**src/rtl/dma_hold_controller.sv**
```systemverilog
`default_nettype none
// ============================================================================
//  Module      : dma_hold_controller
//  Description : Arbitrates system-bus ownership between an 8088 CPU and an
//                8237 DMA controller, and inserts programmable CPU wait states
//                through the READY line.
//
//  Ports
//    clock            in   system clock, one period per CPU T-state
//    reset            in   asynchronous, active-high reset
//    processor_status in   8088 S2:S0 (3'b111 = passive)
//    lock_n           in   CPU LOCK, low while the bus is locked
//    hold_request     in   HRQ from the 8237 (asynchronous)
//    io_channel_ready in   external I/O channel ready (asynchronous)
//    hold_acknowledge out  HLDA to the 8237
//    address_enable_n out  low while the CPU owns address/command bus
//    dma_enable_n     out  low while the DMA owns the address bus
//    cpu_ready        out  READY to the CPU, low inserts wait states
//    dma_ready        out  READY to the 8237
//
//  Revision    : 1.0 - initial release
// ============================================================================
module dma_hold_controller #(
  parameter int unsigned IO_WAIT_STATES    = 1,
  parameter int unsigned MEM_WAIT_STATES   = 0,
  parameter int unsigned HOLD_SETUP_CYCLES = 1
) (
  input  logic       clock,
  input  logic       reset,
  input  logic [2:0] processor_status,
  input  logic       lock_n,
  input  logic       hold_request,
  input  logic       io_channel_ready,
  output logic       hold_acknowledge,
  output logic       address_enable_n,
  output logic       dma_enable_n,
  output logic       cpu_ready,
  output logic       dma_ready
);

  localparam logic [2:0] c_status_passive = 3'b111;
  localparam logic [2:0] c_io_wait        = 3'(IO_WAIT_STATES);
  localparam logic [2:0] c_mem_wait       = 3'(MEM_WAIT_STATES);
  localparam logic [2:0] c_setup_cycles   = 3'(HOLD_SETUP_CYCLES);

  typedef enum logic [2:0] {
    ST_IDLE      = 3'd0,
    ST_WAIT_IDLE = 3'd1,
    ST_RELEASE   = 3'd2,
    ST_GRANT     = 3'd3,
    ST_RETURN    = 3'd4
  } state_t;

  state_t     state_q, state_d;
  logic       hrq_meta_q, hrq_meta_d;
  logic       hrq_s_q, hrq_s_d;
  logic       rdy_meta_q, rdy_meta_d;
  logic       rdy_s_q, rdy_s_d;
  logic [2:0] status_prev_q, status_prev_d;
  logic [2:0] wait_count_q, wait_count_d;
  logic [2:0] setup_count_q, setup_count_d;
  logic       address_enable_n_q, address_enable_n_d;
  logic       dma_enable_n_q, dma_enable_n_d;
  logic       hold_acknowledge_q, hold_acknowledge_d;
  logic       t1_detect;

  always_comb begin
    // Two-flop synchronizers for the asynchronous request and ready inputs.
    hrq_meta_d    = hold_request;
    hrq_s_d       = hrq_meta_q;
    rdy_meta_d    = io_channel_ready;
    rdy_s_d       = rdy_meta_q;
    status_prev_d = processor_status;

    // A bus cycle starts on the first non-passive status after a passive one.
    t1_detect = (status_prev_q == c_status_passive) &&
                (processor_status != c_status_passive);

    // Wait counter: load on T1 even while the bus is granted away, so a cycle
    // begun under DMA is still stretched once the CPU gets the bus back.
    wait_count_d = wait_count_q;
    if (t1_detect) begin
      case (processor_status)
        3'b000, 3'b001, 3'b010: wait_count_d = c_io_wait;
        3'b100, 3'b101, 3'b110: wait_count_d = c_mem_wait;
        default:                wait_count_d = 3'd0;
      endcase
    end else if (wait_count_q != 3'd0) begin
      wait_count_d = wait_count_q - 3'd1;
    end

    state_d       = state_q;
    setup_count_d = setup_count_q;
    case (state_q)
      ST_IDLE: begin
        if (hrq_s_q) state_d = ST_WAIT_IDLE;
      end
      ST_WAIT_IDLE: begin
        if (!hrq_s_q) begin
          state_d = ST_IDLE;
        end else if ((processor_status == c_status_passive) && lock_n &&
                     (wait_count_q == 3'd0) && !t1_detect) begin
          state_d       = ST_RELEASE;
          setup_count_d = c_setup_cycles;
        end
      end
      ST_RELEASE: begin
        // Request withdrawal wins over an expiring setup count.
        if (!hrq_s_q) begin
          state_d = ST_RETURN;
        end else if (setup_count_q <= 3'd1) begin
          state_d = ST_GRANT;
        end else begin
          setup_count_d = setup_count_q - 3'd1;
        end
      end
      ST_GRANT: begin
        if (!hrq_s_q) state_d = ST_RETURN;
      end
      ST_RETURN: begin
        state_d = ST_IDLE;
      end
      default: begin
        state_d = ST_IDLE;
      end
    endcase

    // Enables are decoded from the next state so they register together with
    // it; only GRANT drives dma_enable_n low and GRANT never drives
    // address_enable_n low, so both can never be low at once.
    address_enable_n_d = !((state_d == ST_IDLE) || (state_d == ST_WAIT_IDLE));
    dma_enable_n_d     = (state_d != ST_GRANT);
    hold_acknowledge_d = (state_d == ST_GRANT);
  end

  always_ff @(posedge clock or posedge reset) begin
    if (reset) begin
      state_q            <= ST_IDLE;
      hrq_meta_q         <= 1'b0;
      hrq_s_q            <= 1'b0;
      rdy_meta_q         <= 1'b1;
      rdy_s_q            <= 1'b1;
      status_prev_q      <= c_status_passive;
      wait_count_q       <= 3'd0;
      setup_count_q      <= 3'd0;
      address_enable_n_q <= 1'b0;
      dma_enable_n_q     <= 1'b1;
      hold_acknowledge_q <= 1'b0;
    end else begin
      state_q            <= state_d;
      hrq_meta_q         <= hrq_meta_d;
      hrq_s_q            <= hrq_s_d;
      rdy_meta_q         <= rdy_meta_d;
      rdy_s_q            <= rdy_s_d;
      status_prev_q      <= status_prev_d;
      wait_count_q       <= wait_count_d;
      setup_count_q      <= setup_count_d;
      address_enable_n_q <= address_enable_n_d;
      dma_enable_n_q     <= dma_enable_n_d;
      hold_acknowledge_q <= hold_acknowledge_d;
    end
  end

  assign address_enable_n = address_enable_n_q;
  assign dma_enable_n     = dma_enable_n_q;
  assign hold_acknowledge = hold_acknowledge_q;
  assign dma_ready        = rdy_s_q;
  assign cpu_ready        = (wait_count_q == 3'd0) && rdy_s_q &&
                            ((state_q == ST_IDLE) || (state_q == ST_WAIT_IDLE));

endmodule
`default_nettype wire

```
**config.mk**
```make
export PLATFORM = sky130hd
export DESIGN_NAME = dma_hold_controller
export DESIGN_NICKNAME = d
export VERILOG_FILES = /design/src/rtl/dma_hold_controller.sv
export SDC_FILE = /design/constraint.sdc
export NUM_CORES = 1
export LEC_CHECK = 0
export CELL_PAD_IN_SITES_DETAIL_PLACEMENT = 0
export CELL_PAD_IN_SITES_GLOBAL_PLACEMENT = 1
export CORE_MARGIN = 2
export CORE_UTILIZATION = 41
export DETAILED_ROUTE_END_ITERATION = 12
export PLACE_DENSITY = 0.73
export SLEW_MARGIN = 20
export SYNTH_ARGS = -nofsm -noshare
export SYNTH_HDL_FRONTEND = slang
export SYNTH_SLANG_ARGS = --single-unit
```
**constraint.sdc**
```tcl
create_clock -name clock -period 1.9 [get_ports clock]
set_clock_uncertainty 0.05 [all_clocks]
set_input_delay 0.285 -clock clock [delete_from_list [all_inputs] [get_ports clock]]
set_output_delay 0.285 -clock clock [all_outputs]
set_load 0.005 [all_outputs]
```
==> impl_metrics.csv <==
group,metric,value,unit
cells_and_area,insertedDiodeCount,0,
worst_setup_path,crit_path_max_fanout,2,
place,io_buffer_count,12,
detailed_routing,drt_iter0_drc,3,
synth,sequential_cell_area_fraction_in_the_yosys_report,0.555,
sta,final_max_slew_viol_count,0,
worst_setup_path,cp_data_required_time,1.56,ns
floorplanning,io-pin-count,13,
worst_setup_path,reg2reg_setup_slack,0.20,ns
clock_tree,post_cts.repair.setup_buffers,0,
detailed_routing,route.detailed.wl_per_inst,12.6,µm
clock_tree,clock-sinks,19,
floorplanning,initial_core_util,0.439,
cells_and_area,final_cells,119,
place,weighted_congestion_at_the_end_of_routability_driven_global_placement,0.770,
sta,setup_ws,0.156,ns
grt,grt_pass1_vias,609,
floorplanning,core,1980,µm²
sta,hold_viol,0,
place,placedCellCount,115,
place,hpwl,1120,µm
grt,grt_first_pass_wirelength,2640,µm
cells_and_area,filler_cell_count,171,
synth,synth-warning-count,0,
clock_tree,holdBufCountCts,0,
grt,grt_antenna_before_repair,0,
worst_setup_path,rr_startpoint,"wait_count_q[0]",
sta,final-setup-viol-count,0,
power_and_ir_drop,pwr_density_cell,952,nW/µm²
worst_setup_path,start_kind,"flip-flop",
clock_tree,clk_root_buffer_cell,"sky130_fd_sc_hd__clkbuf_4",
floorplanning,chipWidth,50.1,µm
synth,synthesis.instances,71,
clock_tree,cts_tree,"yes",
floorplanning,fp.dieH,50.1,µm
power_and_ir_drop,power_leakage,0.495,nW
synth,postSynthRegisterBits,19,
detailed_routing,route.vias.total,587,
worst_hold_path,holdCritPathClass,"primary input to async pin",
sta,max_freq,0.573,GHz
detailed_routing,remaining_antenna_violation_count_after_routing,0,
worst_setup_path,r2r_cells,7,
clock_tree,cts.clk_slew.worst_paths,0.10,ns
sta,setup-tns-final,0,ns
clock_tree,cts.path.max_buffers,2,
cells_and_area,syn_to_final_growth,26.9,%
clock_tree,cts_max_level,1,
grt,grt_start_max_net_pins,15,
sta,final_critical_delay_including_setup_and_external_delays,1.74,ns
worst_setup_path,critical_path_arrival,1.41,ns
sta,worstMarginPinSlew,0.276,ns
synth,synth-edff-count,0,
synth,synthDistinctLibCells,34,
grt,grt_usage,0.140,
cells_and_area,utilization,0.557,
run,max_cap_viol_count,0,
detailed_routing,route.final.wire_length,1500,µm
sta,max-slew-margin-rel,0.815,
worst_setup_path,critical_path.endpoint_type,"output port",
place,dpl_worst_slack,0.00526,ns
cells_and_area,layout_cells_sized_above_1,0.293,
sta,min_period_over_period,0.918,
grt,grt_remaining_overflow,0,
detailed_routing,detail_route.drc_violations,0,
floorplanning,rows,16,
synth,synth_fp_nets,83,
worst_setup_path,crit_type,"flip-flop to output port",
floorplanning,floorplan_die_area,2510,µm²
run_status,run_status,"complete, no violations",
detailed_routing,number_of_iterations_in_the_first_detailed_routing_pass,4,
synth,post_synth_instance_area,871,µm²
synth,avgSynthCellArea,12.3,µm²
sta,rsz0062_at_grt,"false",
power_and_ir_drop,vdd_drop_max,0.727,mV
worst_setup_path,worst_r2r_dst,"setup_count_q[1]",
clock_tree,number_of_buffers_inserted_during_clock_tree_synthesis,3,
synth,synth_async_sr_flop_share,1.00,
clock_tree,clk_latency,0.29,ns
synth,synth-main-ff-cell,"sky130_fd_sc_hd__dfrtp_1",
detailed_routing,vias_per_cell,4.93,
cells_and_area,finish.net_count,105,
[metrics by stage]
| stage | total power [mW] | hold WS, ns | cell area [µm²] |
|---|---|---|---|
| 2_1_floorplan | 0.714 | 0.182 | 871 |
| 3_3_place_gp | 0.818 | 0.282 | 1060 |
| 3_5_place_dp | 0.832 | 0.297 | 1060 |
| 4_1_cts | 1.05 | 0.128 | 1100 |
| 5_1_grt | 1.14 | 0.137 | 1100 |
| 6_report | 1.05 | 0.132 | 1100 |
[cells in the mapped netlist, types with 2 or more instances]
cell type | count | share of area
sky130_fd_sc_hd__o21ai_0 | 2 | 0.011
sky130_fd_sc_hd__nor2b_1 | 2 | 0.014
sky130_fd_sc_hd__nor4b_1 | 2 | 0.020
sky130_fd_sc_hd__dfrtp_1 | 13 | 0.37
sky130_fd_sc_hd__nor2_1 | 7 | 0.030
sky130_fd_sc_hd__nor3_1 | 2 | 0.011
sky130_fd_sc_hd__dfstp_2 | 6 | 0.18
sky130_fd_sc_hd__inv_1 | 7 | 0.030
sky130_fd_sc_hd__a21oi_1 | 2 | 0.011
sky130_fd_sc_hd__ha_1 | 4 | 0.057
[layout by cell type (no fill, tap or decap), types with 2 or more instances in the layout]
master	netlist	routed
sky130_fd_sc_hd__buf_4	1	7
sky130_fd_sc_hd__nor2_1	7	7
sky130_fd_sc_hd__clkdlybuf4s50_1	0	11
sky130_fd_sc_hd__clkbuf_4	0	3
sky130_fd_sc_hd__dfrtp_1	13	13
sky130_fd_sc_hd__dfstp_2	6	6
sky130_fd_sc_hd__ha_1	4	3
sky130_fd_sc_hd__a21oi_1	2	2
sky130_fd_sc_hd__o21ai_0	2	2
sky130_fd_sc_hd__inv_1	7	7
sky130_fd_sc_hd__nor3_1	2	2
sky130_fd_sc_hd__nor2b_1	2	2
[power by group]
| group | internal [mW] | switching (mW) | total [mW] |
|---|---|---|---|
| Clock | 0.0817 | 0.118 | 0.199 |
| Sequential | 0.464 | 0.0351 | 0.499 |
| Combinational | 0.181 | 0.172 | 0.353 |
| Total | 0.727 | 0.325 | 1.05 |
[kinds of logic after synthesis]
| logic type | Yosys count | synth area share |
|---|---|---|
| xor+xnor | 1 | 0.0101 |
| compound gates | 13 | 0.116 |
| fa+ha+maj | 4 | 0.0575 |
| mux | 2 | 0.0287 |
| flops | 19 | 0.555 |
| buf+inv | 9 | 0.0445 |
| simple gates | 23 | 0.188 |
[flip-flops by register name (all words and copies together), names as in the netlist]
| name | cells |
|---|---|
| state_q | 3 |
| status_prev_q | 3 |
| rdy_meta_q | 1 |
| address_enable_n | 1 |
| hrq_s_q | 1 |
| setup_count_q | 3 |
| dma_enable_n | 1 |
| hold_acknowledge | 1 |
| wait_count_q | 3 |
| dma_ready | 1 |
| hrq_meta_q | 1 |
[critical path, stage by stage, from the launching register on]
cell and delay [ns]:
sky130_fd_sc_hd__dfrtp_1 0.39, sky130_fd_sc_hd__inv_1 0.11, sky130_fd_sc_hd__ha_4 0.16, sky130_fd_sc_hd__nand2b_4 0.05, sky130_fd_sc_hd__nor4b_2 0.25, sky130_fd_sc_hd__buf_2 0.15
[how the worst max path moves through the flow]
stage                       endpoint  cells past startpoint            start  slack [ns]
finish                     cpu_ready                      5  wait_count_q[0]        0.16
global route               cpu_ready                      5  wait_count_q[0]        0.03
CTS                        cpu_ready                      5  wait_count_q[0]        0.03
detailed placement         cpu_ready                      5  wait_count_q[0]       0.005
global placement           cpu_ready                      5  wait_count_q[0]      -0.009
floorplan           setup_count_q[1]                      6  wait_count_q[0]        0.35
[layout make-up]
| class | instances | area (µm²) | area share |
|---|---|---|---|
| clock buffers | 4 | 26.3 | 0.0238 |
| flip-flops and latches | 19 | 483 | 0.437 |
| multi-input cells | 43 | 368 | 0.333 |
| repair buffers | 19 | 168 | 0.152 |
| inverters | 7 | 26.3 | 0.0238 |
| well taps | 27 | 33.8 | 0.0306 |
[layer usage]
layer,vias to the layer above,wire length (µm),track usage
met5,-,0,0
met4,0,19,0.0694
met3,2,85,0.0303
met2,15,652,0.217
met1,278,743,0.184
li1,292,-,-
[repair_timing]
| item | 4_1_cts | 5_1_grt |
|---|---|---|
| setup endpoints to repair | 1 | 1 |
| gates cloned | 0 | 0 |
| pin swaps | 0 | 0 |
| gates resized for setup | 4 | 3 |
(Power assumes the default switching activity.)
